File: src/rtl/hist_eq_sequencer.sv
// Phase sequencer for the histogram-equalization filter datapath: turns button edges
// into LOAD / CLR / HIST / CDF / MAP phases and drives buffer and table strobes.
module hist_eq_sequencer #(
    parameter int NUM_PIXELS = 16,
    parameter int ADDR_W     = 4,
    parameter int LEVELS     = 256
) (
    input  logic              clock,
    input  logic              reset,
    input  logic              readButton,
    input  logic              applyFilterButton,
    input  logic [1:0]        filterType,
    output logic [ADDR_W-1:0] pix_addr,
    output logic              load_en,
    output logic              pix_rd_en,
    output logic [7:0]        bin_addr,
    output logic              hist_clr,
    output logic              hist_inc,
    output logic              cdf_en,
    output logic              wr_en,
    output logic [ADDR_W-1:0] wr_addr,
    output logic [1:0]        mode,
    output logic [2:0]        stage,
    output logic              busy,
    output logic              done,
    output logic              err
);

    // Counter must reach NUM_PIXELS (HIST/MAP tail cycle) and LEVELS-1.
    localparam int CNT_W = (ADDR_W + 1 > 9) ? ADDR_W + 1 : 9;
    localparam logic [CNT_W-1:0] PIX_LAST = CNT_W'(NUM_PIXELS - 1);
    localparam logic [CNT_W-1:0] PIX_END  = CNT_W'(NUM_PIXELS);
    localparam logic [CNT_W-1:0] BIN_LAST = CNT_W'(LEVELS - 1);

    typedef enum logic [2:0] {
        S_IDLE = 3'd0,
        S_LOAD = 3'd1,
        S_CLR  = 3'd2,
        S_HIST = 3'd3,
        S_CDF  = 3'd4,
        S_MAP  = 3'd5
    } state_t;

    state_t            state_q, state_d;
    logic [CNT_W-1:0]  cnt_q, cnt_d;
    logic              read_prev_q, apply_prev_q;
    logic              loaded_q, loaded_d;
    logic [1:0]        mode_q, mode_d;
    logic              done_q, done_d;
    logic              err_q, err_d;
    logic              hist_inc_q, wr_en_q;
    logic [ADDR_W-1:0] wr_addr_q;
    logic              read_edge, apply_edge;

    assign read_edge  = readButton & ~read_prev_q;
    assign apply_edge = applyFilterButton & ~apply_prev_q;

    always_comb begin
        // NOTE: every output of this block gets a default first, so no path leaves one unassigned and no latch is inferred.
        state_d   = state_q;
        loaded_d  = loaded_q;
        mode_d    = mode_q;
        done_d    = 1'b0;
        err_d     = 1'b0;
        load_en   = 1'b0;
        pix_rd_en = 1'b0;
        hist_clr  = 1'b0;
        cdf_en    = 1'b0;
        pix_addr  = '0;
        bin_addr  = '0;

        unique case (state_q)
            S_IDLE: begin
                // Read has priority; a simultaneous apply edge is dropped.
                if (read_edge) begin
                    state_d = S_LOAD;
                end else if (apply_edge) begin
                    if (!loaded_q || filterType == 2'b11) begin
                        err_d = 1'b1;
                    end else begin
                        mode_d  = filterType;
                        state_d = (filterType == 2'b00) ? S_CLR : S_MAP;
                    end
                end
            end
            S_LOAD: begin
                load_en  = 1'b1;
                pix_addr = cnt_q[ADDR_W-1:0];
                if (cnt_q == PIX_LAST) begin
                    state_d  = S_IDLE;
                    loaded_d = 1'b1;
                    done_d   = 1'b1;
                end
            end
            S_CLR: begin
                hist_clr = 1'b1;
                bin_addr = cnt_q[7:0];
                if (cnt_q == BIN_LAST) state_d = S_HIST;
            end
            S_HIST: begin
                if (cnt_q < PIX_END) begin
                    pix_rd_en = 1'b1;
                    pix_addr  = cnt_q[ADDR_W-1:0];
                end
                if (cnt_q == PIX_END) state_d = S_CDF;
            end
            S_CDF: begin
                cdf_en   = 1'b1;
                bin_addr = cnt_q[7:0];
                if (cnt_q == BIN_LAST) state_d = S_MAP;
            end
            S_MAP: begin
                if (cnt_q < PIX_END) begin
                    pix_rd_en = 1'b1;
                    pix_addr  = cnt_q[ADDR_W-1:0];
                end
                if (cnt_q == PIX_END) begin
                    state_d = S_IDLE;
                    done_d  = 1'b1;
                end
            end
            default: state_d = S_IDLE;
        endcase

        // Zeroed on every state entry; terminal counts force a transition, so no wrap.
        if (state_d != state_q || state_q == S_IDLE) cnt_d = '0;
        else                                         cnt_d = cnt_q + 1'b1;
    end

    // NOTE: sequential state uses non-blocking assignments so every register samples pre-edge values.
    always_ff @(posedge clock or negedge reset) begin
        if (!reset) begin
            state_q      <= S_IDLE;
            cnt_q        <= '0;
            read_prev_q  <= 1'b0;
            apply_prev_q <= 1'b0;
            loaded_q     <= 1'b0;
            mode_q       <= 2'b00;
            done_q       <= 1'b0;
            err_q        <= 1'b0;
            hist_inc_q   <= 1'b0;
            wr_en_q      <= 1'b0;
            wr_addr_q    <= '0;
        end else begin
            state_q      <= state_d;
            cnt_q        <= cnt_d;
            read_prev_q  <= readButton;
            apply_prev_q <= applyFilterButton;
            loaded_q     <= loaded_d;
            mode_q       <= mode_d;
            done_q       <= done_d;
            err_q        <= err_d;
            hist_inc_q   <= pix_rd_en & (state_q == S_HIST);
            wr_en_q      <= pix_rd_en & (state_q == S_MAP);
            wr_addr_q    <= pix_addr;
        end
    end

    assign hist_inc = hist_inc_q;
    assign wr_en    = wr_en_q;
    assign wr_addr  = wr_addr_q;
    assign mode     = mode_q;
    assign stage    = state_q;
    assign busy     = (state_q != S_IDLE);
    assign done     = done_q;
    assign err      = err_q;

endmodule

File: config.mk
export PLATFORM = sky130hd
export DESIGN_NAME = hist_eq_sequencer
export DESIGN_NICKNAME = d
export VERILOG_FILES = /design/src/rtl/hist_eq_sequencer.sv
export SDC_FILE = /design/constraint.sdc
export NUM_CORES = 1
export LEC_CHECK = 0
export CAP_MARGIN = 20
export CELL_PAD_IN_SITES_DETAIL_PLACEMENT = 1
export CELL_PAD_IN_SITES_GLOBAL_PLACEMENT = 1
export CORE_AREA = 2 2 62 64
export CTS_BUF_LIST = sky130_fd_sc_hd__clkbuf_16
export CTS_CLUSTER_DIAMETER = 50
export DETAILED_ROUTE_END_ITERATION = 6
export DIE_AREA = 0 0 64 66
export GPL_ROUTABILITY_DRIVEN = 0
export HOLD_SLACK_MARGIN = 0.08
export PLACE_DENSITY_LB_ADDON = 0.2
export SLEW_MARGIN = 20
export SYNTH_ARGS = -nofsm -noshare
export SYNTH_HDL_FRONTEND = slang
export SYNTH_SLANG_ARGS = --single-unit
File: constraint.sdc
create_clock -name clock -period 4.7 [get_ports clock]
set_input_delay 1.175 -clock clock [delete_from_list [all_inputs] [get_ports clock]]
set_output_delay 1.175 -clock clock [all_outputs]
set_load 0.05 [all_outputs]
# == Word level (Yosys, flattened, before mapping) ==
# Cells that the tools add are included.
# totals
input_bits,6
mem_count,0
register_bits,25
elab_cells,67
rom_bits,0
latchBits,0
output_inout_bits,30
ramBits,0
# classes
n_div,0
mux,26
mul,0
eq_ne,10
n_reduce_logical,10
add_sub_neg,1
order_cmp,1
bitwise,8
shifts,0
# op_table
op,n
$mux 3,9
$pmux 3 s6,1
$mux 1,11
$add 9x1->9 const B,1
$eq 9x4->1 const B,1
$eq 9x5->1 const B,1
$eq 9x8->1 const B,1
$lt 9x5->1 const B,1
$mux 9,1
$mux 8,1
$pmux 4 s2,1
$eq 3x2->1 const B,2
$eq 3x3->1 const B,2
$and 1x1->1,4
$mux 4,1
$not 1->1,4
$reduce_and 4->1,1
$reduce_or 2->1,2
$eq 3x1->1 const B,1
$logic_not 3->1,1
$ne 3x3->1,1
$reduce_bool 3->1,1
$eq 2x2->1 const B,1
$logic_not 2->1,1
other kinds (4),5

# == Depth between registers and ports, before layout ==
# logic_depth
word_depth,9
mapped_depth,8
depth_no_buf,8

# == Worst setup path after synthesis ==
# No wires, ideal clock.
# synth_path
path_type,flip-flop to output port
from,"register state_q[2], in the netlist stage[2]"
to,output bin_addr[0]
stages_incl_launch_ff,4
arrival_ns,2.088
path_slack_ns,1.437
cell_sequence,dfrtp_1 > buf_2 > xnor2_2 > nor3_1
# synth_via
elab_chain_cells,3
word_cells_on_any_way,4
classes_between,2 x eq/ne; 1 x mux; 1 x reduce/logical
# synth_rtl
element,line_no,source
start: declaration,44,"state_t state_q, state_d;"
start signal: assignment,145,state_q <= state_d;
$eq 3x3->1 / $eq 3x2->1 (equally long branches),72,unique case (state_q)
$reduce_or 2->1 (no source line) (*),-,
$mux 8 (*),72,
end: declaration,16,"output logic [7:0] bin_addr,"
# Every way passes the cells marked *; elsewhere a longest branch is shown, timed or not.

# == Final worst setup path ==
# layout_path
from,register cnt_q[7]
to,output pix_addr[1]
# layout_via
elab_chain_cells,3
# layout_rtl
element,line_no,source
start: declaration,45,"logic [CNT_W-1:0] cnt_q, cnt_d;"
start signal: assignment,146,cnt_q <= cnt_d;
$lt 9x5->1,"101, 113",
$mux 4,"101, 113",
$pmux 4 s2,72,
end: declaration,13,"output logic [ADDR_W-1:0] pix_addr,"
# Every way passes these cells.

==> results.json <==
{
  "ys.flop_type": "dfrtp_1",
  "place_hpwl_mm": 2.491,
  "first_pass_iters": 4,
  "multiInputGateArea_um2": 578.1,
  "p_sw_uw": 464.9,
  "wl_per_cell_um": 15.45,
  "slew_violations": 0,
  "worst_ir_drop_vdd_uv": 273.6,
  "maxCapViolations": 0,
  "worst_pin_slew_ns": 0.5650,
  "final_layout_size_suffix_gt1_share_pct": 8.805,
  "endpoint_kind": "primary output",
  "synth_nets": 135,
  "syn_avg_cell_area_um2": 10.22,
  "cts.sinks": 25,
  "cp.arrival_ns": 2.62,
  "drt_wl_total_mm": 3.198,
  "first_global_vias": 1099,
  "core_area_um2": 3551,
  "crit_buf_inv": 1,
  "ys_ff_latch": 25,
  "crit_path_top_delay_cell": "clkdlybuf4s50_1",
  "criticalPathCategory": "reg2out",
  "async_flop_share_pct": 100.0,
  "hold_buffers": 0,
  "fp-row-count": 22,
  "vias": 1022,
  "drc_errors": 0,
  "path_cells": "nor4_4, nand2b_1, maj3_1, nor2_1, clkdlybuf4s50_1",
  "finalCritPeriodShare_pct": 80.80,
  "ys_types": 37,
  "num_antenna_cells": 0,
  "hp-class": "reg2reg",
  "via_per_inst": 4.937,
  "drtIter0Drc": 28,
  "grt_max_degree": 18,
  "status": "finished, final reports clean",
  "ys_seq_area_share_pct": 48.59,
  "fin_nets": 169,
  "synth_edf_count": 0,
  "rsz0062_at_grt": "false",
  "worstPathMaxFanout": 4,
  "netlist_instances": 126,
  "die_area_um2": 4224,
  "io_pins": 36,
  "fin_cells": 207,
  "setup_viol": 0,
  "max_clock_freq_ghz": 0.2633,
  "drtAntennaViolNets": 0,
  "cts_tree": "built",
  "syn2layout_area_growth_pct": 35.96,
  "path_clk_slew_ns": 0.07,
  "clock_path_buffers": 2,
  "fillerInstances": 398,
  "grt_pass1_wl_mm": 5.457,
  "regArea_um2": 625.6,
  "start_kind": "flip-flop",
  "cts_buffers": 3,
  "crit_required_ns": 3.52,
  "die_h_um": 66,
  "tns_ns": 0,
  "synth-warning-count": 0,
  "skew_ns": 0.003721,
  "power_frac_clock_pct": 18.9,
  "p_int_uw": 539.0,
  "root_buffer": "clkbuf_16",
  "dp_cells": 203,
  "overflow": 0,
  "cts_max_level": 1,
  "final_hold_viol_count": 0,
  "power.density_nw_per_um2": 573.5,
  "post_cts_buffers": 0,
  "relSlewSlack_pct": 62.22,
  "power_frac_seq_pct": 32.1,
  "grt_util_all_layers_pct": 16.88,
  "port_buffers": 35,
  "leakage_uw": 0.0007391,
  "rr_worst_depth": 8,
  "syn_area_um2": 1287,
  "crit_family": "buffers and inverters",
  "antenna_found_initial": 0,
  "dieWidth_um": 64,
  "max_stage_delay_ns": 0.85,
  "clk_latency_ns": 0.26,
  "ctsResizeCount": 0,
  "whs_path_depth": 1,
  "combPwrFrac_pct": 48.9,
  "initial_core_util_pct": 36.26,
  "switching_share_pct": 46.31,
  "period_minus_slack_ns": 3.798,
  "path_depth": 5
}
-- cells in the mapped netlist, types with 2 or more instances --
| cell | number | area (um2) |
|---|---|---|
| or3_1 | 2 | 12.51 |
| a21oi_1 | 2 | 10.01 |
| inv_1 | 7 | 26.28 |
| nand4_1 | 2 | 12.51 |
| and3_1 | 3 | 18.77 |
| xnor2_1 | 4 | 35.03 |
| nor3_1 | 14 | 70.07 |
| buf_6 | 3 | 33.78 |
| xor2_1 | 3 | 26.28 |
| dfrtp_1 | 25 | 625.6 |
| nand2_1 | 7 | 26.28 |
| and2_1 | 4 | 25.02 |
| nor2_1 | 14 | 52.55 |
| nor3b_2 | 2 | 25.02 |
| mux2_2 | 3 | 33.78 |
| nand3_1 | 5 | 25.02 |
| nand2b_1 | 4 | 25.02 |
| ha_1 | 3 | 37.54 |
-- metrics by stage --
| stage | setup slack (ns) | hold WS [ns] | utilization, % | total power (uW) | cell area, um2 |
|---|---|---|---|---|---|
| 2_1_floorplan | 1.437 | 0.4424 | - | 670.1 | 1287 |
| 6_report | 0.9023 | 0.4944 | 49.30 | 1004 | 1750 |
| 3_5_place_dp | 1.143 | 0.4785 | 46.97 | 820.8 | 1668 |
| 5_1_grt | 0.7558 | 0.5363 | 49.30 | 1063 | 1750 |
| 3_3_place_gp | 1.305 | 0.4738 | 46.19 | 802.2 | 1640 |
| 4_1_cts | 0.8432 | 0.4938 | 49.30 | 1015 | 1750 |
-- power by group through the flow --
| stage | registers (uW) | logic (uW) | clock network [uW] |
|---|---|---|---|
| after global placement | 326 | 477 | 0 |
| after global routing | 333 | 523 | 207 |
| final | 322 | 491 | 190 |
| after floorplan | 385 | 285 | 0 |
| after detailed placement | 327 | 494 | 0 |
| after CTS | 323 | 497 | 195 |
-- cells by family after synthesis --
logic type	synth area share, %
buffers and inverters	6.511
AND/OR/NAND/NOR	27.41
multiplexers	2.624
adder cells (fa/ha/maj)	3.693
AO/OA/AOI/OAI	5.151
XOR/XNOR	6.026
flip-flops	48.59
-- state kept, by name, summed over array words and instances (netlist names) --
register	count
read_prev_q	1
done	1
stage	3
wr_en	1
loaded_q	1
err	1
mode	2
wr_addr	4
apply_prev_q	1
cnt_q	9
hist_inc	1
-- worst register-to-register path: stages, from the launching register on --
cell and delay (ns):
dfrtp_1 0.43, ha_1 0.24, nand3_1 0.19, nor3_1 0.25, ha_1 0.21, inv_1 0.04, o32a_1 0.33, o21ai_2 0.19
nor3_1 0.13
-- placed cells by master, fill, tap and decap left out, types with 2 or more instances in the layout --
cell / netlist / layout
a21oi_1: 2 / 2
and2_1: 4 / 4
and3_1: 3 / 3
clkbuf_16: 0 / 3
clkdlybuf4s50_1: 0 / 35
dfrtp_1: 25 / 25
ha_1: 3 / 3
inv_1: 7 / 7
mux2_2: 3 / 3
nand2_1: 7 / 7
nand2b_1: 4 / 4
nand3_1: 5 / 5
nand4_1: 2 / 2
nor2_1: 14 / 14
nor3_1: 14 / 14
nor3b_2: 2 / 2
or3_1: 2 / 2
xnor2_1: 4 / 4
xor2_1: 3 / 3
-- area by class of cell --
cell class              instances  share of cell area, %
clock buffers                   3                  4.289
flip-flops and latches         25                  35.74
repair buffers                 36                  21.59
inverters                       7                  1.501
clock inverters                 1                 0.4289
well taps                      48                  3.431
multi-input cells              87                  33.02
-- metal layers --
| layer | routed length (um) | share of wire (%) | GRT usage (%) |
|---|---|---|---|
| met5 | 0 | 0 | 0 |
| met4 | 38 | 1.2 | 6.522 |
| met3 | 101 | 3.2 | 2.385 |
| met2 | 1658 | 52 | 29.95 |
| met1 | 1400 | 44 | 20.65 |
-- worst paths after layout --
check / to / startpoint / slack [ns]
max: pix_addr[1] / cnt_q[7] / 0.90
min: loaded_q / loaded_q / 0.49
max reg2reg: cnt_q[6] / cnt_q[0] / 2.56
min reg2reg: loaded_q / loaded_q / 0.49
max in group asynchronous: cnt_q[7] / reset / 2.95
min in group asynchronous: wr_addr[2] / reset / 1.28
Power figures use the tool's default switching activity.
